`src/rtl/controlador_dma.sv`:
```
// controlador_dma: word DMA engine that copies a memory region or fills one with a constant
// Ports:
//   i_clk, i_rst_n           clock, asynchronous active-low reset
//   i_start, i_modo          transfer request (sampled when idle), 0=copy 1=fill
//   i_origem, i_destino      source / destination base word addresses
//   i_quantidade, i_valor    word count, fill constant
//   i_abortar                cancel the active transfer
//   o_endereco, o_mem_write  memory address and write strobe
//   o_dado_escrito           memory write data
//   i_dado_lido              memory read data (combinational from o_endereco)
//   o_ocupado, o_concluido   busy flag, one-cycle completion pulse
//   o_restante               words not yet written
module controlador_dma #(
  parameter int ADDR_W = 26,
  parameter int DATA_W = 32,
  parameter int LEN_W  = 16
) (
  input  logic              i_clk,
  input  logic              i_rst_n,
  input  logic              i_start,
  input  logic              i_modo,
  input  logic [ADDR_W-1:0] i_origem,
  input  logic [ADDR_W-1:0] i_destino,
  input  logic [LEN_W-1:0]  i_quantidade,
  input  logic [DATA_W-1:0] i_valor,
  input  logic              i_abortar,
  output logic [ADDR_W-1:0] o_endereco,
  output logic              o_mem_write,
  output logic [DATA_W-1:0] o_dado_escrito,
  input  logic [DATA_W-1:0] i_dado_lido,
  output logic              o_ocupado,
  output logic              o_concluido,
  output logic [LEN_W-1:0]  o_restante
);
  typedef enum logic [1:0] {OCIOSO, LER, ESCREVER, FIM} t_estado;
  t_estado           r_estado, w_prox;
  logic [ADDR_W-1:0] r_src, r_dst;
  logic [LEN_W-1:0]  r_restante;
  logic [DATA_W-1:0] r_valor, r_buf;
  logic              r_modo;
  logic              w_ultimo;
  assign w_ultimo = r_restante == LEN_W'(1);
  always_ff @(posedge i_clk or negedge i_rst_n) begin
    if (!i_rst_n) r_estado <= OCIOSO;
    else r_estado <= w_prox;
  end
  // abortar overrides every transition out of LER/ESCREVER
  always_comb begin
    w_prox = r_estado;
    case (r_estado)
      OCIOSO:   if (i_start) w_prox = (i_quantidade == '0) ? FIM : (i_modo ? ESCREVER : LER);
      LER:      w_prox = i_abortar ? OCIOSO : ESCREVER;
      ESCREVER: w_prox = i_abortar ? OCIOSO : w_ultimo ? FIM : (r_modo ? ESCREVER : LER);
      default:  w_prox = OCIOSO;
    endcase
  end
  // the write in ESCREVER happens even when aborting, so counters still advance
  always_ff @(posedge i_clk or negedge i_rst_n) begin
    if (!i_rst_n) begin
      r_src      <= '0;
      r_dst      <= '0;
      r_restante <= '0;
      r_valor    <= '0;
      r_buf      <= '0;
      r_modo     <= 1'b0;
    end else begin
      if (r_estado == OCIOSO && i_start) begin
        r_src      <= i_origem;
        r_dst      <= i_destino;
        r_restante <= i_quantidade;
        r_valor    <= i_valor;
        r_modo     <= i_modo;
      end
      if (r_estado == LER) r_buf <= i_dado_lido;
      if (r_estado == ESCREVER) begin
        r_dst      <= r_dst + ADDR_W'(1);
        r_src      <= r_modo ? r_src : r_src + ADDR_W'(1);
        r_restante <= r_restante - LEN_W'(1);
      end
    end
  end
  assign o_endereco     = (r_estado == LER) ? r_src : (r_estado == ESCREVER) ? r_dst : '0;
  assign o_mem_write    = r_estado == ESCREVER;
  assign o_dado_escrito = (r_estado == ESCREVER) ? (r_modo ? r_valor : r_buf) : '0;
  assign o_ocupado      = r_estado != OCIOSO;
  assign o_concluido    = r_estado == FIM;
  assign o_restante     = r_restante;
endmodule

```
`config.mk`:
```
export PLATFORM = sky130hd
export DESIGN_NAME = controlador_dma
export DESIGN_NICKNAME = d
export VERILOG_FILES = /design/src/rtl/controlador_dma.sv
export SDC_FILE = /design/constraint.sdc
export NUM_CORES = 1
export LEC_CHECK = 0
export CAP_MARGIN = 0
export CORE_ASPECT_RATIO = 1.2
export CORE_MARGIN = 8
export CORE_UTILIZATION = 25
export CTS_BUF_LIST = sky130_fd_sc_hd__clkbuf_8
export DETAILED_ROUTE_END_ITERATION = 10
export DONT_BUFFER_PORTS = 1
export PLACE_DENSITY_LB_ADDON = 0.2
export SLEW_MARGIN = 20
export SYNTH_ARGS = -nofsm -noshare
export SYNTH_HDL_FRONTEND = slang
export SYNTH_SLANG_ARGS = --single-unit
```
`constraint.sdc`:
```
create_clock -name i_clk -period 2.75 [get_ports i_clk]
set_input_delay 0.4125 -clock i_clk [delete_from_list [all_inputs] [get_ports i_clk]]
set_output_delay 0.4125 -clock i_clk [all_outputs]
set_load 0.1 [all_outputs]
```
# ---- Yosys cells after proc, flatten, opt, wreduce, memory -nomap -nowiden
# Index checks and enable logic that the tools add are counted.
dict set report classes {
  n_addsub 3
  mux 19
  n_reduce_logical 6
  eq_ne 6
}
# operator n
set op_table {}
lappend op_table {{$mux W26} 7}
lappend op_table {{$mux W32} 2}
lappend op_table {{$add A26 B1 Y26 const B} 2}
lappend op_table {{$mux W16} 2}
lappend op_table {{$eq A16 B1 Y1 const B} 1}
lappend op_table {{$logic_not A16 Y1} 1}
lappend op_table {{$sub A16 B1 Y16 const B} 1}
lappend op_table {{$mux W2} 7}
lappend op_table {{$pmux W2 S3} 1}
lappend op_table {{$eq A2 B2 Y1 const B} 2}
lappend op_table {{$ne A2 B2 Y1 const B} 2}
lappend op_table {{$reduce_bool A2 Y1} 2}
lappend op_table {{$eq A2 B1 Y1 const B} 1}
lappend op_table {{$logic_not A2 Y1} 1}
lappend op_table {{$reduce_and A2 Y1} 1}
lappend op_table {{$logic_and A1 B1 Y1} 1}
dict set report totals {
  out_inout_bits 77
  inputBits 137
  elab_cells 41
  register_bits 135
}

# ---- Longest topological paths before layout
dict set report logic_depth {
  depth_word 4
  ltp_mapped 10
  ltp_nobuf 7
}

# ---- Worst setup path before layout
# OpenSTA, ideal clock, no wires.
dict set report synth_path {
  kind {register to output}
  from {reg r_estado[0]}
  to {out o_endereco[14]}
  path_stages_with_launch 7
  path_buffers 3
  t_required_ns 2.338
  t_arrival_ns 3.305
  path_slack_ns -0.967
  path_cell_list {dfrtp_1 buf_2 inv_1 nand2_4 buf_1 buf_1 o21ai_0}
}
dict set report synth_via {
  elab_chain_len 3
  elab_cells_between_ends 4
  classes_between {eq/ne: 2; mux: 2}
}
# item line
set synth_lines {}
lappend synth_lines {{start, declared} 36} ;# t_estado r_estado, w_prox;
lappend synth_lines {{start signal, assigned} 45} ;# else r_estado <= w_prox;
lappend synth_lines {{$eq A2 B2 Y1} 82} ;# assign o_endereco = (r_estado == LER) ? r_src : (r_estado == ESCREVER) ? r_dst : '0;
lappend synth_lines {{$mux W26} 82}
lappend synth_lines {{$mux W26 (*)} 82}
lappend synth_lines {{end, declared} 27} ;# output logic [ADDR_W-1:0] o_endereco,
# Every way passes the cells marked *; elsewhere a longest branch is shown, timed or not.

# ---- Final worst setup path
dict set report layout_path {
  from {reg r_estado[0]}
  to {out o_endereco[24]}
}
# Same word-level chain as after synthesis.

==> metrics.cfg <==
[status]
outcome = finished, violations left
violations = negative hold slack

[run]
maxCapViolCount = 0

[clock_tree]
root_buffer = clkbuf_8
cts_tree = yes
cts_buffer_depth = 2
cts_sinks = 135
htreeDepth = 4
clock_latency_ns = 0.47
cts_buffers = 17
clk_pin_slew_worst_paths_ns = 0.09
cts_setup_buffers = 0

[setup_path]
cp_max_fo = 37
cp_num_cells = 7
slowest_delay_ns = 0.50
crit_slowest_cell = dfrtp_1
startpoint = r_estado[0]
cp_top_family = buffers and inverters
reg2reg_from = o_restante[1]
crit_path_start_kind = flip-flop
path_buf_inv = 4
rr_worst_depth = 6
crit_type = flip-flop to primary output
worstPathCellList = inv_2 > nand2_4 > inv_6 > buf_12 > nand2_1 > nand2_1 > buf_12
cp.required_ns = 2.34
arrival_ns = 2.17
reg2reg_to = o_restante[12]
critical_path.endpoint = o_endereco[24]
cp-end-kind = primary output
r2r_setup_slack_ns = 0.52

[timing]
setup_tns_ns = 0
hold_slack_ns = -0.364
fmax_ghz = 0.387
finalCritPeriodShare_pct = 94.0
rsz0062_at_grt = no
worst_pin_slew_ns = 0.947
period_minus_slack_ns = 2.59
maxSlewHeadroom_pct = 36.8
drv_slew = 0
setup_viol = 0
fin_worst_skew_ns = 0.00951
hold_viol = 135

[floorplan]
core_area_um2 = 29500
pin_count = 214
rows = 69
dieArea_um2 = 35600
die_w_um = 174
die_height_um = 205
start_util_pct = 25.3

[synthesis]
yosysWarnings = 0
synth_edf_count = 0
ys_ff_latch = 135
syn_nets = 973
yosys_most_used_dff = dfrtp_1
seq_area_frac_synth_pct = 45.3
avgSynthCellArea_um2 = 8.96
synthesis.area_um2 = 7460
synth_cell_types = 57
async_reset_ff_share_pct = 100
syn_inst = 832

[route]
postRouteWirelength_um = 28000
drtPass1Iterations = 5
dr_total_vias = 6692
drc = 0
drtIter0Drc = 543
wire_per_inst_um = 21.5
wl_met2_um = 13500
wl_met3_um = 2300
vias_per_cell = 5.14
drtAntennaViolNets = 0
routed.top_layer = met5
met1_length_um = 11900

[final_layout]
mostFrequentLayoutCell = nand2_1
drive_above_1_share_pct = 25.0
final_util_pct = 33.1
syn_to_final_growth_pct = 31.2
mostFrequentLayoutCells = nand2_1, dfrtp_1, buf_12, nor2_1, a21oi_1
nets = 1040

[grt]
grt_pass1_vias = 6864
grt_max_degree = 136
antenna_found_initial = 2
grt_overflow_total = 0
grt_pass1_wl_um = 43200
grtUsageTotal_pct = 15.6

[hold_path]
hold_path_class = primary input to asynchronous set/reset pin

[placed_design]
hpwlAfterDp_um = 20400
place.gp.congestion = 0.817
portBuffers = 0

## metrics by stage
step                      hold WS [ns]  area (µm²)  setup WS [ns]  std cells
final                           -0.364        9780          0.164       1303
after global routing            -0.407        9780         0.0188       1303
after CTS                       -0.411        9770         0.0443       1301
after detailed placement         0.127        9360          0.485       1267
after global placement           0.126        9360          0.525       1267
after floorplan                  0.117        7510         -0.215        832
## flip-flops by register name (all words and copies together), names as in the netlist
name        count
r_valor        32
o_restante     16
r_modo          1
r_dst          26
r_estado        2
r_buf          32
r_src          26
## cells by family (layout without fill, tap and decap cells)
group,count (synthesis),count (layout),share of synthesized area (%)
and+or+nand+nor,372,372,23.9
AOI/OAI and AO/OA,187,187,16.8
DFF,135,135,45.3
muxes,70,70,9.93
buffers and inverters,64,144,3.44
adders and majority gates,4,4,0.671
other,0,1,0
## metal layers
metal | track usage [%] | up-vias
met5 | 0 | -
met4 | 4.28 | 2
met3 | 5.64 | 27
met2 | 25.9 | 264
met1 | 18.9 | 3254
li1 | - | 3145
## worst register-to-register path, stage by stage (launching register included)
cell	delay, ns
dfrtp_1	0.38
inv_1	0.10
ha_1	0.20
or4b_2	0.67
nor4_4	0.37
a21oi_1	0.13
a221o_1	0.28
## cells in the mapped netlist, types with 3 or more instances
library cell	count	share of area [%]
nor4_4	4	1.1
inv_1	10	0.50
a2bb2oi_1	8	0.94
nor3_1	16	1.1
nand2b_1	4	0.34
a221o_1	5	0.67
buf_1	11	0.55
o211ai_1	6	0.60
or3_1	4	0.34
o22a_1	7	0.82
clkbuf_1	30	1.5
and2_1	5	0.42
a21oi_1	49	3.3
a311oi_1	3	0.35
or2_2	4	0.34
and4_1	5	0.59
and3_1	7	0.59
ha_1	4	0.67
a22oi_1	4	0.40
dfrtp_1	135	45
nand2_1	158	8.0
o21ai_0	34	2.3
nand4_1	19	1.6
nand3_1	32	2.1
a211oi_1	10	1.0
mux2_2	32	4.8
a21o_1	3	0.30
o221a_2	3	0.45
o22ai_1	20	1.7
nor2_1	85	4.3
a22o_1	20	2.3
nor4_1	12	1.0
mux2i_1	38	5.1
a31oi_1	4	0.34
buf_2	12	0.81
## how the worst min path moves through the flow
stage,endpoint,start
floorplan,o_restante[0],i_rst_n
global placement,r_src[22],i_rst_n
detailed placement,r_src[22],i_rst_n
CTS,r_valor[23],i_rst_n
global route,r_src[17],i_rst_n
finish,r_src[21],i_rst_n
## timing repair
action / in CTS / in global routing
pin swaps: 0 / 0
setup endpoints to repair: 17 / 9
endpoints found under the hold margin: 137 / 136
hold buffers: 2 / 1
resized for setup: 1 / 1
## layout make-up
cell class | count | area, µm²
multi-input combinational | 633 | 3930
clock inverter | 14 | 139
fill | 3111 | 19700
timing repair buffer | 102 | 1550
inverter | 10 | 42.5
clock buffer | 18 | 248
tap | 390 | 488
antenna | 1 | 2.50
sequential | 135 | 3380
Power is left out: the tool's default activity adds up to more than one toggle a clock period on the data nets, which glitch-free logic cannot reach.
